## src/rtl/dma_bus_arbiter.sv

```systemverilog
// Shared memory bus arbiter between the pipelined CPU and the DMA engine.
// BR/BG handshake with cycle stealing at CPU transaction boundaries. The CPU
// gets priority for one contention after each DMA burst. DMA hold time is
// bounded by a watchdog that forces release and raises a sticky error flag.
module dma_bus_arbiter #(
  parameter int MAX_HOLD = 8,
  parameter int HOLD_W   = 4
) (
  input  logic       clk,
  input  logic       reset_n,
  input  logic       cpu_mem_req,
  input  logic       cpu_mem_busy,
  input  logic       dma_br,
  input  logic       dma_burst_done,
  input  logic       dma_all_done,
  output logic       bg,
  output logic       cpu_grant,
  output logic       cpu_bus_stall,
  output logic       dma_done_irq,
  output logic       timeout_err,
  output logic [1:0] bus_owner
);

  typedef enum logic [1:0] {
    IDLE        = 2'd0,
    CPU_ACCESS  = 2'd1,
    DMA_GRANT   = 2'd2,
    DMA_RELEASE = 2'd3
  } state_e;

  localparam logic [HOLD_W-1:0] HOLD_LAST = HOLD_W'(MAX_HOLD - 1);

  state_e            state_q, state_d;
  logic [HOLD_W-1:0] hold_q, hold_d;
  logic              cpu_prio_q, cpu_prio_d;
  logic              irq_pend_q, irq_pend_d;
  logic              terr_q, terr_d;
  logic              bg_q, irq_q;
  logic              grant_c;

  // Next-state, bookkeeping and combinational CPU grant.
  always_comb begin
    state_d    = state_q;
    hold_d     = '0;
    cpu_prio_d = cpu_prio_q;
    irq_pend_d = irq_pend_q;
    terr_d     = terr_q;
    grant_c    = 1'b0;
    case (state_q)
      IDLE: begin
        if (cpu_mem_req && cpu_prio_q) begin
          grant_c    = 1'b1;
          state_d    = CPU_ACCESS;
          cpu_prio_d = 1'b0;
        end else if (dma_br) begin
          state_d = DMA_GRANT;
        end else if (cpu_mem_req) begin
          grant_c = 1'b1;
          state_d = CPU_ACCESS;
        end else begin
          cpu_prio_d = 1'b0;
        end
      end
      CPU_ACCESS: begin
        grant_c = 1'b1;
        // The bus is only stolen between CPU transactions.
        if (!cpu_mem_busy) begin
          if (dma_br)            state_d = DMA_GRANT;
          else if (!cpu_mem_req) state_d = IDLE;
        end
      end
      DMA_GRANT: begin
        hold_d = hold_q + 1'b1;
        if (dma_all_done) irq_pend_d = 1'b1;
        // A burst_done in the watchdog's last cycle is a clean finish.
        if (dma_burst_done) begin
          state_d = DMA_RELEASE;
        end else if (hold_q == HOLD_LAST) begin
          terr_d  = 1'b1;
          state_d = DMA_RELEASE;
        end else if (!dma_br) begin
          state_d = DMA_RELEASE;
        end
      end
      DMA_RELEASE: begin
        cpu_prio_d = 1'b1;
        irq_pend_d = 1'b0;
        state_d    = IDLE;
      end
      default: state_d = IDLE;
    endcase
  end

  // State and registered outputs; bg and irq are computed from the next state
  // so they line up with the cycle the arbiter is in that state.
  always_ff @(posedge clk) begin
    if (!reset_n) begin
      state_q    <= IDLE;
      hold_q     <= '0;
      cpu_prio_q <= 1'b0;
      irq_pend_q <= 1'b0;
      terr_q     <= 1'b0;
      bg_q       <= 1'b0;
      irq_q      <= 1'b0;
    end else begin
      state_q    <= state_d;
      hold_q     <= hold_d;
      cpu_prio_q <= cpu_prio_d;
      irq_pend_q <= irq_pend_d;
      terr_q     <= terr_d;
      bg_q       <= (state_d == DMA_GRANT);
      irq_q      <= (state_d == DMA_RELEASE) && irq_pend_d;
    end
  end

  assign bg            = bg_q;
  assign cpu_grant     = grant_c;
  assign cpu_bus_stall = cpu_mem_req && !grant_c;
  assign dma_done_irq  = irq_q;
  assign timeout_err   = terr_q;
  assign bus_owner     = state_q;

  // The bus never has two masters.
  a_one_master: assert property (@(posedge clk) disable iff (!reset_n) !(bg && cpu_grant));

endmodule

```

## config.mk

```make
export PLATFORM = sky130hd
export DESIGN_NAME = dma_bus_arbiter
export DESIGN_NICKNAME = d
export VERILOG_FILES = /design/src/rtl/dma_bus_arbiter.sv
export SDC_FILE = /design/constraint.sdc
export NUM_CORES = 1
export LEC_CHECK = 0
export ABC_AREA = 1
export ABC_CLOCK_PERIOD_IN_PS = 1100
export BUFFER_PORTS_ARGS = -buffer_cell sky130_fd_sc_hd__buf_4
export CORE_AREA = 8 8 45 47
export CTS_BUF_LIST = sky130_fd_sc_hd__clkbuf_8 sky130_fd_sc_hd__clkbuf_16
export DETAILED_ROUTE_END_ITERATION = 10
export DIE_AREA = 0 0 53 55
export SYNTH_ARGS = -nofsm -noshare
export SYNTH_HDL_FRONTEND = slang
export SYNTH_SLANG_ARGS = --single-unit
```

## constraint.sdc

```tcl
create_clock -name clk -period 1.1 [get_ports clk]
set_input_delay 0.11 -clock clk [delete_from_list [all_inputs] [get_ports clk]]
set_output_delay 0.11 -clock clk [all_outputs]
set_load 0.005 [all_outputs]
```

==> impl_metrics.json <==
{
  "outcome": "complete, but fails checks",
  "violations": "negative setup slack",
  "synth_top_area_frac": 0.454,
  "r2r-end": "bus_owner[0]",
  "synthArstFlopShare": 0,
  "cts_root_buf": "clkbuf_8",
  "n_antenna_cell": 0,
  "syn_area_um2": 485,
  "power.leakage_nw": 0.379,
  "arrival_ps": 1010,
  "vias": 480,
  "final_layout_size_suffix_gt1_frac": 0.527,
  "ys_types": 15,
  "max-slew-margin-rel": 0.906,
  "clock-sinks": 11,
  "core_um2": 1380,
  "hpwl_um": 818,
  "critical-path-top-delay-family": "flip-flops",
  "final_area_um2": 771,
  "reg2reg_depth": 9,
  "drtIter0Drc": 9,
  "ir_worst_vdd_mv": 0.692,
  "regArea_um2": 230,
  "worst_slew_pin_slew_ps": 140,
  "vias_per_cell": 4.40,
  "setup_viol": 2,
  "grt_pass1_wl_um": 2000,
  "ys_ff_latch": 11,
  "gp_congestion": 0.726,
  "fp.dieH_um": 55,
  "cp-end-kind": "output port",
  "clk_latency_ps": 240,
  "min_from": "reset_n",
  "dp_slack_ps": -41.7,
  "synth_edf_count": 0,
  "final_nets": 102,
  "p_per_area_nw_per_um2": 1440,
  "synth-main-ff-cell": "dfxtp_1",
  "worst_slack_ps": -19.3,
  "ys_warn_count": 0,
  "critPathSlowestCell": "dfxtp_4",
  "crit_path_cell_trace": "nor2_4 > nand2_2 > nand3_2 > inv_2 > buf_6",
  "antenna_found_initial": 0,
  "worst-endpoint-required_ps": 990,
  "slowest_delay_ps": 370,
  "grt.overflow.total": 0,
  "path_class": "flip-flop to output port",
  "synth_top_area_cell": "dfxtp_1",
  "synthesis.nets": 77,
  "grtUsageTotal": 0.0941,
  "hold_slack_ps": 98.2,
  "fin_crit_sh": 1.02,
  "syn_inst": 69,
  "cts_tree": "yes",
  "htree_num_levels": 1,
  "fmaxAchievable_mhz": 893,
  "io_buffers": 13,
  "hold_viol_final": 0,
  "firstDrtPassIters": 5,
  "fin_skew_ps": 1.89,
  "hold_path_end": "bus_owner[0]",
  "drv_cap": 0,
  "grt_max_degree": 7,
  "min_period_ps": 1120,
  "die-area_um2": 2920,
  "wl_um": 1120,
  "hold_path.class": "primary input to flip-flop",
  "min_delay_path_depth": 3,
  "reg2reg_from": "bus_owner[0]",
  "ant_nets": 0,
  "finalSetupTns_ps": -19.7,
  "clk_pin_slew_ps": 50,
  "routedWlPerCell_um": 10.3,
  "path_buf_inv": 2,
  "path_depth": 5,
  "crit_path_max_fanout": 4,
  "finalMaxSlewViolations": 0,
  "reg2reg_slack_ps": 40,
  "rsz0062_at_grt": "yes",
  "die_w_um": 53,
  "cts_made_buffers": 3,
  "n_fill_cell": 133,
  "synth-seq-area-share": 0.454,
  "initial_core_util": 0.351,
  "synth_common_cells": "nand2_1 (13), nor2_1 (13), dfxtp_1 (11)",
  "grt_pass1_vias": 504,
  "critPathLaunchType": "flip-flop",
  "fin_util": 0.557,
  "place_area_um2": 618,
  "avgSynthCellArea_um2": 7.04,
  "synthToLayoutAreaGrowth_pct": 58.8,
  "synth.area.top_cells": "dfxtp_1 (45%), nand2_1 (10%), nor2_1 (10%)",
  "multi_input_area_um2": 264,
  "drc": 0,
  "clk_path_buf_depth": 2,
  "core.rowCount": 14,
  "io_pins": 14
}
-- per-stage QoR --
step	instances	total power, mW
final	109	1.11
after global routing	109	1.18
after CTS	109	1.11
after floorplan	69	0.555
after global placement	100	0.642
after detailed placement	100	0.644
-- cell type report --
cell class / instances / area share
Clock inverter: 1 / 0.00487
Clock buffer: 3 / 0.0536
Tap cell: 16 / 0.0260
Inverter: 14 / 0.0747
Sequential cell: 11 / 0.299
Multi-Input combinational cell: 44 / 0.343
Timing Repair Buffer: 20 / 0.200
-- cells by family after synthesis --
logic type | Yosys count | share of synthesized area
AO/OA/AOI/OAI | 7 | 0.0799
adder cells (fa/ha/maj) | 1 | 0.0258
buffers and inverters | 14 | 0.108
flip-flops | 11 | 0.454
AND/OR/NAND/NOR | 36 | 0.332
-- per-layer routing --
metal | part of all wire | wire (um) | track usage
met1 | 0.45 | 498 | 0.0962
met2 | 0.46 | 516 | 0.148
met3 | 0.066 | 74 | 0.0401
met4 | 0.027 | 30 | 0.0776
met5 | 0 | 0 | 0
-- worst max path at each step --
stage                       startpoint             to  slack [ps]
after CTS                 bus_owner[0]  cpu_bus_stall         -20
final                     bus_owner[0]  cpu_bus_stall         -20
after detailed placement     hold_q[0]   bus_owner[0]         -40
after floorplan              hold_q[0]   bus_owner[0]          10
after global routing      bus_owner[0]  cpu_bus_stall         -70
after global placement       hold_q[0]   bus_owner[0]          -7
-- tightest hold or removal path: cells and delay by family --
kind	cells	cell delay (ps)
buf+inv	2	140
simple gates	1	50
-- sequential cells by signal, summed over array words and instances (netlist names) --
register and flops:
timeout_err 1, cpu_prio_q 1, dma_done_irq 1, bus_owner 2
bg 1, irq_pend_q 1, hold_q 4
-- timing repair --
item / in CTS / in global routing
hold buffers: 0 / 0
setup endpoints to repair: 3 / 7
gates resized for setup: 20 / 5
setup buffers: 5 / 0
pin swaps: 5 / 5
-- where the power goes --
group          switching [mW]  internal [mW]
Clock                   0.152          0.245
Sequential             0.0304          0.429
Combinational           0.124          0.133
-- cells in the final DEF (no fill, tap or decap), types with 3 or more instances in the layout --
cell	count
inv_1	9
nand2_1	9
clkbuf_8	3
inv_2	4
buf_4	19
nor2_1	11
dfxtp_1	7
nand3_1	3
nand2_2	6
Power figures use the tool's default switching activity.
